[config.mk]
export PLATFORM = sky130hd
export DESIGN_NAME = hazard_ctrl_flat
export DESIGN_NICKNAME = d
export VERILOG_FILES = /design/src/rtl/hazard_ctrl_if.sv /design/src/rtl/hazard_ctrl.sv /design/src/flat_wrapper.sv
export SDC_FILE = /design/constraint.sdc
export NUM_CORES = 1
export LEC_CHECK = 0
export ABC_AREA = 1
export CORE_UTILIZATION = 44
export DETAILED_ROUTE_END_ITERATION = 8
export GPL_TIMING_DRIVEN = 1
export PLACE_DENSITY = 0.79
export SYNTH_ARGS = -nofsm -noshare
export SYNTH_HDL_FRONTEND = slang
export SYNTH_SLANG_ARGS = --single-unit
[constraint.sdc]
create_clock -name clk -period 2.61 [get_ports clk]
set_input_delay 0.783 -clock clk [delete_from_list [all_inputs] [get_ports clk]]
set_output_delay 0.783 -clock clk [all_outputs]
set_load 0.005 [all_outputs]
[src/rtl/hazard_ctrl_if.sv]
`default_nettype none
// ============================================================================
//  Module      : hazard_ctrl_if
//  Description : Pipeline-side hazard inputs and the stall/flush controls
//                returned by the hazard scheduler.
//  Revision    : 1.0  initial release
// ============================================================================
interface hazard_ctrl_if;
  logic [4:0] id_rs;
  logic [4:0] id_rt;
  logic       id_uses_rs;
  logic       id_uses_rt;
  logic [4:0] ex_reg_dst;
  logic       ex_memread;
  logic       muldiv_start;
  logic       muldiv_is_div;
  logic       dmem_req;
  logic       dmem_ready;
  logic       exc_req;
  logic       pc_stall;
  logic       IF_stall;
  logic       IF_flush;
  logic       ID_stall;
  logic       ID_flush;
  logic       EX_stall;
  logic       muldiv_busy;
  logic       muldiv_done;
  logic [1:0] state_dbg;

  // Scheduler side: consumes hazard sources, produces controls
  modport slave (
    input  id_rs, id_rt, id_uses_rs, id_uses_rt, ex_reg_dst, ex_memread,
           muldiv_start, muldiv_is_div, dmem_req, dmem_ready, exc_req,
    output pc_stall, IF_stall, IF_flush, ID_stall, ID_flush, EX_stall,
           muldiv_busy, muldiv_done, state_dbg
  );

  // Pipeline side: presents hazard sources, obeys controls
  modport master (
    output id_rs, id_rt, id_uses_rs, id_uses_rt, ex_reg_dst, ex_memread,
           muldiv_start, muldiv_is_div, dmem_req, dmem_ready, exc_req,
    input  pc_stall, IF_stall, IF_flush, ID_stall, ID_flush, EX_stall,
           muldiv_busy, muldiv_done, state_dbg
  );
endinterface
`default_nettype wire

[src/rtl/hazard_ctrl.sv]
`default_nettype none
// ============================================================================
//  Module      : hazard_ctrl
//  Description : Stall/flush scheduler for the 5-stage MIPS32 pipeline.
//                Resolves memory waits, mult/div EX occupancy, exception
//                flushes and load-use hazards into one set of controls.
//  Revision    : 1.0  initial release
// ============================================================================
module hazard_ctrl #(
  parameter int MUL_LAT      = 4,
  parameter int DIV_LAT      = 34,
  parameter int FLUSH_CYCLES = 2
) (
  input  logic          clk,
  input  logic          rst_n,
  hazard_ctrl_if.slave  hz
);

  localparam logic [1:0] S_IDLE   = 2'd0;
  localparam logic [1:0] S_MULDIV = 2'd1;
  localparam logic [1:0] S_FLUSH  = 2'd2;

  // Counter preloads: the start cycle and the final (done) cycle are not
  // counted, hence LAT-2 for mult/div.
  localparam logic [5:0] C_MUL_INIT   = 6'(MUL_LAT - 2);
  localparam logic [5:0] C_DIV_INIT   = 6'(DIV_LAT - 2);
  localparam logic [5:0] C_FLUSH_INIT = 6'(FLUSH_CYCLES - 1);

  logic [1:0] state_q, state_d;
  logic [5:0] cnt_q, cnt_d;
  logic       exc_pend_q, exc_pend_d;

  logic w_mem_wait;
  logic w_load_use;
  logic w_md_start;
  logic w_cnt_zero;
  logic w_ex_stall;
  logic w_id_stall;

  assign w_mem_wait = hz.dmem_req & ~hz.dmem_ready;
  assign w_load_use = hz.ex_memread & (hz.ex_reg_dst != 5'd0) &
                      ((hz.id_uses_rs & (hz.id_rs == hz.ex_reg_dst)) |
                       (hz.id_uses_rt & (hz.id_rt == hz.ex_reg_dst)));
  // A pending or arriving exception outranks launching a new mult/div
  assign w_md_start = hz.muldiv_start & ~exc_pend_q & ~hz.exc_req;
  assign w_cnt_zero = (cnt_q == 6'd0);
  // EX freeze: memory wait anywhere, mult/div launch, or mult/div still running
  assign w_ex_stall = w_mem_wait |
                      ((state_q == S_IDLE)   & w_md_start) |
                      ((state_q == S_MULDIV) & ~w_cnt_zero);

  // State, counter and pending-exception registers
  always_ff @(posedge clk or negedge rst_n) begin
    if (!rst_n) begin
      state_q    <= S_IDLE;
      cnt_q      <= 6'd0;
      exc_pend_q <= 1'b0;
    end else begin
      state_q    <= state_d;
      cnt_q      <= cnt_d;
      exc_pend_q <= exc_pend_d;
    end
  end

  // Next-state, counter and exception-pending logic
  always_comb begin
    state_d    = state_q;
    cnt_d      = cnt_q;
    exc_pend_d = exc_pend_q;
    case (state_q)
      S_IDLE: begin
        if (w_md_start) begin
          cnt_d   = hz.muldiv_is_div ? C_DIV_INIT : C_MUL_INIT;
          state_d = S_MULDIV;
        end else if ((hz.exc_req | exc_pend_q) & ~w_mem_wait) begin
          cnt_d   = C_FLUSH_INIT;
          state_d = S_FLUSH;
        end
      end
      S_MULDIV: begin
        if (!w_cnt_zero) begin
          cnt_d = cnt_q - 6'd1;
        end else if (exc_pend_q) begin
          cnt_d   = C_FLUSH_INIT;
          state_d = S_FLUSH;
        end else begin
          state_d = S_IDLE;
        end
      end
      S_FLUSH: begin
        // Flush progress is held off while memory freezes the pipe
        if (!w_mem_wait) begin
          if (w_cnt_zero) begin
            state_d    = S_IDLE;
            exc_pend_d = 1'b0;
          end else begin
            cnt_d = cnt_q - 6'd1;
          end
        end
      end
      default: begin
        state_d = S_IDLE;
        cnt_d   = 6'd0;
      end
    endcase
    // An exception that arrives while EX is frozen is remembered until served
    if (hz.exc_req & w_ex_stall) exc_pend_d = 1'b1;
  end

  // Output decode; every control is forced low while reset is asserted
  always_comb begin
    hz.pc_stall    = 1'b0;
    hz.IF_stall    = 1'b0;
    hz.IF_flush    = 1'b0;
    hz.ID_stall    = 1'b0;
    hz.ID_flush    = 1'b0;
    hz.EX_stall    = 1'b0;
    hz.muldiv_busy = 1'b0;
    hz.muldiv_done = 1'b0;
    hz.state_dbg   = 2'd0;
    w_id_stall     = 1'b0;
    if (rst_n) begin
      hz.EX_stall    = w_ex_stall;
      hz.muldiv_busy = (state_q == S_MULDIV);
      hz.muldiv_done = (state_q == S_MULDIV) & w_cnt_zero;
      hz.state_dbg   = state_q;
      if (state_q == S_FLUSH) begin
        // ID instruction is squashed, so load-use is moot here
        w_id_stall  = w_ex_stall;
        hz.IF_flush = ~w_ex_stall;
        hz.ID_flush = ~w_ex_stall;
      end else begin
        w_id_stall  = w_load_use | w_ex_stall;
      end
      hz.ID_stall = w_id_stall;
      hz.IF_stall = w_id_stall;
      hz.pc_stall = w_id_stall;
    end
  end

endmodule
`default_nettype wire
[src/flat_wrapper.sv]
// flat-port wrapper written by rule: the top's interface ports become plain ports
module hazard_ctrl_flat 
#(
  parameter int MUL_LAT      = 4,
  parameter int DIV_LAT      = 34,
  parameter int FLUSH_CYCLES = 2
)
  (clk, rst_n, hz_id_rs, hz_id_rt, hz_id_uses_rs, hz_id_uses_rt, hz_ex_reg_dst, hz_ex_memread, hz_muldiv_start, hz_muldiv_is_div, hz_dmem_req, hz_dmem_ready, hz_exc_req, hz_pc_stall, hz_IF_stall, hz_IF_flush, hz_ID_stall, hz_ID_flush, hz_EX_stall, hz_muldiv_busy, hz_muldiv_done, hz_state_dbg);
  hazard_ctrl_if hz_i ();
  input  logic clk;
  input  logic rst_n;
  input wire logic [$bits(hz_i.id_rs)-1:0] hz_id_rs;
  input wire logic [$bits(hz_i.id_rt)-1:0] hz_id_rt;
  input wire logic [$bits(hz_i.id_uses_rs)-1:0] hz_id_uses_rs;
  input wire logic [$bits(hz_i.id_uses_rt)-1:0] hz_id_uses_rt;
  input wire logic [$bits(hz_i.ex_reg_dst)-1:0] hz_ex_reg_dst;
  input wire logic [$bits(hz_i.ex_memread)-1:0] hz_ex_memread;
  input wire logic [$bits(hz_i.muldiv_start)-1:0] hz_muldiv_start;
  input wire logic [$bits(hz_i.muldiv_is_div)-1:0] hz_muldiv_is_div;
  input wire logic [$bits(hz_i.dmem_req)-1:0] hz_dmem_req;
  input wire logic [$bits(hz_i.dmem_ready)-1:0] hz_dmem_ready;
  input wire logic [$bits(hz_i.exc_req)-1:0] hz_exc_req;
  output wire logic [$bits(hz_i.pc_stall)-1:0] hz_pc_stall;
  output wire logic [$bits(hz_i.IF_stall)-1:0] hz_IF_stall;
  output wire logic [$bits(hz_i.IF_flush)-1:0] hz_IF_flush;
  output wire logic [$bits(hz_i.ID_stall)-1:0] hz_ID_stall;
  output wire logic [$bits(hz_i.ID_flush)-1:0] hz_ID_flush;
  output wire logic [$bits(hz_i.EX_stall)-1:0] hz_EX_stall;
  output wire logic [$bits(hz_i.muldiv_busy)-1:0] hz_muldiv_busy;
  output wire logic [$bits(hz_i.muldiv_done)-1:0] hz_muldiv_done;
  output wire logic [$bits(hz_i.state_dbg)-1:0] hz_state_dbg;
  assign hz_i.id_rs = hz_id_rs;
  assign hz_i.id_rt = hz_id_rt;
  assign hz_i.id_uses_rs = hz_id_uses_rs;
  assign hz_i.id_uses_rt = hz_id_uses_rt;
  assign hz_i.ex_reg_dst = hz_ex_reg_dst;
  assign hz_i.ex_memread = hz_ex_memread;
  assign hz_i.muldiv_start = hz_muldiv_start;
  assign hz_i.muldiv_is_div = hz_muldiv_is_div;
  assign hz_i.dmem_req = hz_dmem_req;
  assign hz_i.dmem_ready = hz_dmem_ready;
  assign hz_i.exc_req = hz_exc_req;
  assign hz_pc_stall = hz_i.pc_stall;
  assign hz_IF_stall = hz_i.IF_stall;
  assign hz_IF_flush = hz_i.IF_flush;
  assign hz_ID_stall = hz_i.ID_stall;
  assign hz_ID_flush = hz_i.ID_flush;
  assign hz_EX_stall = hz_i.EX_stall;
  assign hz_muldiv_busy = hz_i.muldiv_busy;
  assign hz_muldiv_done = hz_i.muldiv_done;
  assign hz_state_dbg = hz_i.state_dbg;
  hazard_ctrl #(.MUL_LAT(MUL_LAT), .DIV_LAT(DIV_LAT), .FLUSH_CYCLES(FLUSH_CYCLES)) u_core (.clk(clk), .rst_n(rst_n), .hz(hz_i));
endmodule
==> run_results.csv <==
group,metric,value,unit
routing,route.antenna.remaining_nets,0,
setup_path,cp_data_arrival_time,1780,ps
placement,dpl.hpwl,2170,um
die,coreArea,0.00202,mm2
global_route,pin_count_of_the_biggest_net_entering_global_routing,8,
finish,nFillCells,128,
pwr,irDropWorstVdd,0.814,mV
routing,detailed_routing_iteration_count_for_the_pre_antenna_repair_pass,7,
global_route,grt_first_pass_wirelength,6440,um
routing,drc,0,
finish,post_route_cells_drive_above_1_share,0.309,
pwr,p_per_area,821,mW/mm2
clocking,clock-sinks,9,
timing,min_period_over_period,0.983,
placement,numPlacedInstances,246,
logic_synthesis,synth-seq-area-share,0.231,
die,die_x,49.1,um
run,maxCapViolations,0,
global_route,grt_overflow_total,0,
routing,routed_wire_length_per_instance,15.9,um
routing,dr_vias,1527,
timing,hold-worst-slack,513,ps
timing,timing.max_slew.rel_slack,0.772,
setup_path,worst_setup_path_start_kind,"flip-flop",
finish,final_nets,277,
timing,report.final.slew_viol_count,0,
logic_synthesis,synthesis.instances,177,
logic_synthesis,ys_seq_elements,9,
clocking,cts.clk_slew.worst_paths,80,ps
pwr,power_switching_share,0.525,
global_route,antenna_found_initial,0,
clocking,tritoncts,"built",
clocking,ctsLongestPathBuffers,2,
timing,worst-slew-pin-transition,341,ps
die,die_area,0.00241,mm2
die,floorplan.io_pins,35,
die,initial_utilization,0.483,
setup_path,timing.critical_path.slowest_stage_cell,"sky130_fd_sc_hd__dfrtp_1",
routing,dr_iter_0_viols,123,
pwr,clock_power_share,0.091,
pwr,seqPwrFrac,0.192,
global_route,global_route.usage.total,0.355,
clocking,htreeDepth,1,
timing,clock.fmax,390,MHz
finish,multiInputGateArea,702,um2
setup_path,timing.rr.start,"u_core.state_q[1]",
logic_synthesis,synth_area_per_cell,5.51,um2
pwr,cellLeakagePower,1.11,nW
timing,min_period,2570,ps
finish,layout_commonest_cell,"sky130_fd_sc_hd__nand2_1",
finish,leading_cell_types_in_the_layout_fill_and_taps_excluded,"sky130_fd_sc_hd__nand2_1, sky130_fd_sc_hd__buf_4, sky130_fd_sc_hd__inv_1",
timing,report.final.hold_viol_count,0,
pwr,switchingPower,735,uW
logic_synthesis,total_nets_after_synthesis,204,
setup_path,timing.rr.end,"u_core.cnt_q[1]",
finish,seqCellArea,225,um2
setup_path,critical-path-max-stage-delay,430,ps
die,placement_rows,16,
finish,insertedDiodeCount,0,
timing,setup_failing_eps_final,0,
setup_path,reg2reg_depth,15,
routing,vias_per_cell,5.53,
finish,stdcell_count,276,
finish,area_growth,74.6,%
setup_path,worstPathRequired,1830,ps
logic_synthesis,synth.lib_cells_used.distinct,18,
global_route,first_global_vias,1459,
placement,placement.io_buffers,34,
hold_path,hold_class,"primary input to async pin",
logic_synthesis,yosysWarningCount,0,
logic_synthesis,synth.cell_area,976,um2
setup_path,timing.critical_path.to_type,"output pin",
clocking,cts-buffers-inserted,3,
outcome,run_status,"completed",
clocking,skew_pair_late_insertion_delay,290,ps
die,die_y,49.1,um
setup_path,cp_cell_sequence,"inv_2 -> ha_2 -> nand3_1 -> nand2_1 -> nand3_2 -> buf_6 -> nor3_4 -> buf_2",
clocking,clock_tree.root_cell,"sky130_fd_sc_hd__clkbuf_4",
setup_path,reg2reg_slack,160,ps
timing,timing.clock.skew,13.8,ps
setup_path,critical_path_class,"flip-flop to output pin",
routing,totalWireLength,4380,um
clocking,cts.hold.buffers_added,0,
placement,gp_routability_congestion,0.863,
setup_path,crit_fanout,3,
pwr,combPwrFrac,0.717,
pwr,internal-power,664,uW
-- kinds of logic (layout without fill, tap and decap cells) --
group | Yosys count | after routing | share of synthesized area
adder cells (fa/ha/maj) | 2 | 2 | 0.0256
AO/OA/AOI/OAI | 9 | 9 | 0.0487
flip-flops | 9 | 9 | 0.231
XOR/XNOR | 2 | 2 | 0.0180
AND/OR/NAND/NOR | 121 | 121 | 0.535
buffers and inverters | 34 | 106 | 0.142
-- how the worst max path moves through the flow --
stage                    startpoint          end  slack, ps  depth (start not counted)
finish              u_core.cnt_q[1]  hz_IF_flush         40                          8
global route        u_core.cnt_q[1]  hz_IF_flush        -30                          8
CTS                     hz_id_rs[3]  hz_ID_stall          6                          9
detailed placement       hz_exc_req  hz_IF_flush       -570                          8
global placement         hz_exc_req  hz_IF_flush       -560                          8
floorplan                hz_exc_req  hz_IF_flush        300                          7
-- stage by stage --
step	setup WS, ps	instance area [um2]	power [mW]	util	setup TNS (ps)
after floorplan	295	976	0.738	-	0
after global placement	-560	1410	0.974	0.697	-4140
after detailed placement	-575	1410	0.993	0.697	-4410
after CTS	5.88	1640	1.23	0.809	0
after global routing	-31.0	1700	1.48	0.843	-121
final	43.9	1700	1.40	0.843	0
-- sequential cells by signal (all words and copies together) (netlist names) --
name               count
u_core.cnt_q           6
u_core.state_q         2
u_core.exc_pend_q      1
-- synthesized netlist by cell type, drive strengths merged --
cell type,instances,share of area
inv,31,0.12
nand3,17,0.092
ha,2,0.026
nor3,1,0.0051
nand2,76,0.29
o21ai,6,0.031
or2,1,0.0064
a21oi,2,0.010
dfrtp,9,0.23
buf,3,0.023
xor2,2,0.018
a22oi,1,0.0077
nand4,5,0.032
nor2,21,0.11
-- cell type report --
| cell class | instances | share of cell area |
|---|---|---|
| flip-flops and latches | 9 | 0.132 |
| inverters | 31 | 0.0683 |
| clock buffers | 4 | 0.0154 |
| multi-input cells | 134 | 0.412 |
| well taps | 27 | 0.0198 |
| repair buffers | 71 | 0.352 |
-- critical path, delay by kind of cell (launching register included) --
kind | cells | cell delay, ps
buf+inv | 3 | 400
fa+ha+maj | 1 | 200
flops | 1 | 430
simple gates | 4 | 470
-- what timing repair did --
| action | 4_1_cts | 5_1_grt |
|---|---|---|
| endpoints found under the setup margin | 10 | 15 |
| buffers inserted | 26 | 2 |
| hold endpoints to repair | 0 | 0 |
| gates resized for setup | 62 | 27 |
| pin swaps | 16 | 16 |
-- per-layer routing --
layer,vias up,track usage,part of all wire
li1,680,-,-
met1,682,0.398,0.36
met2,132,0.614,0.47
met3,33,0.0717,0.10
met4,0,0.206,0.070
met5,-,0,0
-- power groups by stage --
stage               clock (mW)  combinational (mW)  sequential, mW
floorplan                    0               0.492           0.246
global placement             0               0.716           0.258
detailed placement           0               0.733           0.260
CTS                      0.118               0.859           0.256
global route             0.128                1.08           0.272
finish                   0.127                1.00           0.269
(Power assumes the default switching activity.)
==> RTL edit, RTL diff (same settings) <==
`DIV_LAT` is set to 34 in 2 places; all go to 17.
--- a/src/rtl/hazard_ctrl.sv
+++ b/src/rtl/hazard_ctrl.sv
@@ -10,3 +10,3 @@
   parameter int MUL_LAT      = 4,
-  parameter int DIV_LAT      = 34,
+  parameter int DIV_LAT      = 17,
   parameter int FLUSH_CYCLES = 2
--- a/src/flat_wrapper.sv
+++ b/src/flat_wrapper.sv
@@ -4,3 +4,3 @@
   parameter int MUL_LAT      = 4,
-  parameter int DIV_LAT      = 34,
+  parameter int DIV_LAT      = 17,
   parameter int FLUSH_CYCLES = 2
Function: no difference found for any inputs over 10 cycles, from zero or initial values and one cycle with rst_n low; that may be too few to reach the edited logic, so the function may still have changed.
==> RTL edit against the unedited design <==
Sequential share of layout area increased by 2.0 points; power decreased by 16%; via count decreased by 23%; utilization decreased by 11 points; final area decreased by 13%; critical path type is now primary input to output port; setup slack improved by 0.80 ps; area after synthesis increased by 0.77%; highest routed layer unchanged; first-iteration DRC count decreased by 78%; count of clock-buffer cells in the layout unchanged; sequential cell count unchanged; largest power group unchanged; fmax about the same; routed wire length decreased by 36%.
==> RTL edit: results (changes against the unedited design) <==
Detailed routing
  – Vias post-DR: 1180 (-23%)
  – Met2 WL: 1470 um (-29%)
  – Drt pass-1 iters: 4 (-3)
  – Met1 Wirelength: 1180 um (-24%)
  – Initial drt markers: 27 (-78%)
  – WL met3: 114 um (-75%)

Worst setup path
  – Crit path max-delay family: buffers and inverters
  – FF-to-FF path depth: 7 (-8)
  – Crit path max fanout: 2 (-1)

Worst hold path
  – Hold WC Path Type: flip-flop to flip-flop

Cells and area
  – Fillcell total: 188 (+47%)
  – Data buffer area share: 0.284 (-0.0688)
  – Clk cell area share: 0.0178 (+0.00236)
  – Multi-input logic area: 659 um^2 (-6.1%)
  – Multi-In Gates: 128 (-4.5%)
  – Nets: 247 (-11%)
  – Non-CTS buffers: 49 (-31%)
  – Signal inverters: 29 (-6.5%)

Placement
  – Placer Congestion: 0.845 (-2.1%)
  – Dpl hpwl: 2230 um (+2.7%)

Global route
  – Pin count of the biggest net entering global routing: 9 (+1)
  – Met3 Use GR: 0.0312 (-0.0405)
  – Vias in the first global route: 1149 (-21%)
  – Met1 usage in global routing: 0.291 (-0.107)
  – GRT Total Usage: 0.255 (-0.100)
  – First-pass GRT wire length: 4740 um (-26%)
  – GR Layer Usage met2: 0.482 (-0.132)

Logic synthesis
  – Sequential area share after synthesis: 0.229 (-0.00176)
  – Largest cells by area after synthesis: nand2_1, dfrtp_1, inv_1
  – Post-synth top cells: nand2_1, inv_1, nor2_1

STA
  – Worst-Margin Slew: 282 ps (-59.2 ps)
  – Clk_skew: 4.67 ps (-9.08 ps)

CTS
  – Worst-path clk slew: 60 ps (-20 ps)

Status
  – Status: finished, final reports clean

Pwr
  – LEAKAGE: 0.000905 uW (-18%)
  – VDD IR max: 607 uV (-25%)
RTL edit: report_power, final:
part           switching (uW)  internal, uW  leakage, uW  total [uW]
Combinational             462           338     0.000776         800
Clock                    54.6          59.2    0.0000150         114
Sequential               67.1           192     0.000115         259
Total                     584           590     0.000905        1170
RTL edit: path summary, 6_finish.rpt:
path | start | slack [ps] | end
setup / recovery | hz_exc_req | 40 | hz_EX_stall
hold / removal | u_core.cnt_q[1]$_DFFE_PN0P_ | 520 | u_core.cnt_q[1]$_DFFE_PN0P_
setup reg to reg | u_core.cnt_q[1]$_DFFE_PN0P_ | 1190 | u_core.exc_pend_q$_DFFE_PN0P_
hold reg to reg | u_core.cnt_q[1]$_DFFE_PN0P_ | 520 | u_core.cnt_q[1]$_DFFE_PN0P_
max in group asynchronous | rst_n | 1880 | u_core.cnt_q[1]$_DFFE_PN0P_
min in group asynchronous | rst_n | 560 | u_core.exc_pend_q$_DFFE_PN0P_
RTL edit: logic make-up after synthesis:
group,after synthesis,share of synthesized area
adders and majority gates,2,0.0254
and+or+nand+nor,113,0.528
buffers and inverters,32,0.139
xor gates and xnor gates,2,0.0178
AOI/OAI and AO/OA,11,0.0611
DFF,9,0.229
RTL edit: through the flow:
| step | TNS, ps | instance area, um^2 | instances | setup slack, ps |
|---|---|---|---|---|
| 6_report | 0 | 1480 | 246 | 44.8 |
| 5_1_grt | -0.383 | 1480 | 246 | -0.383 |
| 4_1_cts | 0 | 1470 | 246 | 0.988 |
| 3_5_place_dp | -4130 | 1430 | 239 | -569 |
| 3_3_place_gp | -3870 | 1430 | 239 | -533 |
| 2_1_floorplan | 0 | 983 | 169 | 374 |
RTL edit: repair_timing:
item	in CTS	in global routing
pin swaps	16	4
setup endpoints to repair	10	6
buffers inserted	3	0
resized for setup	56	4
gates cloned	0	0
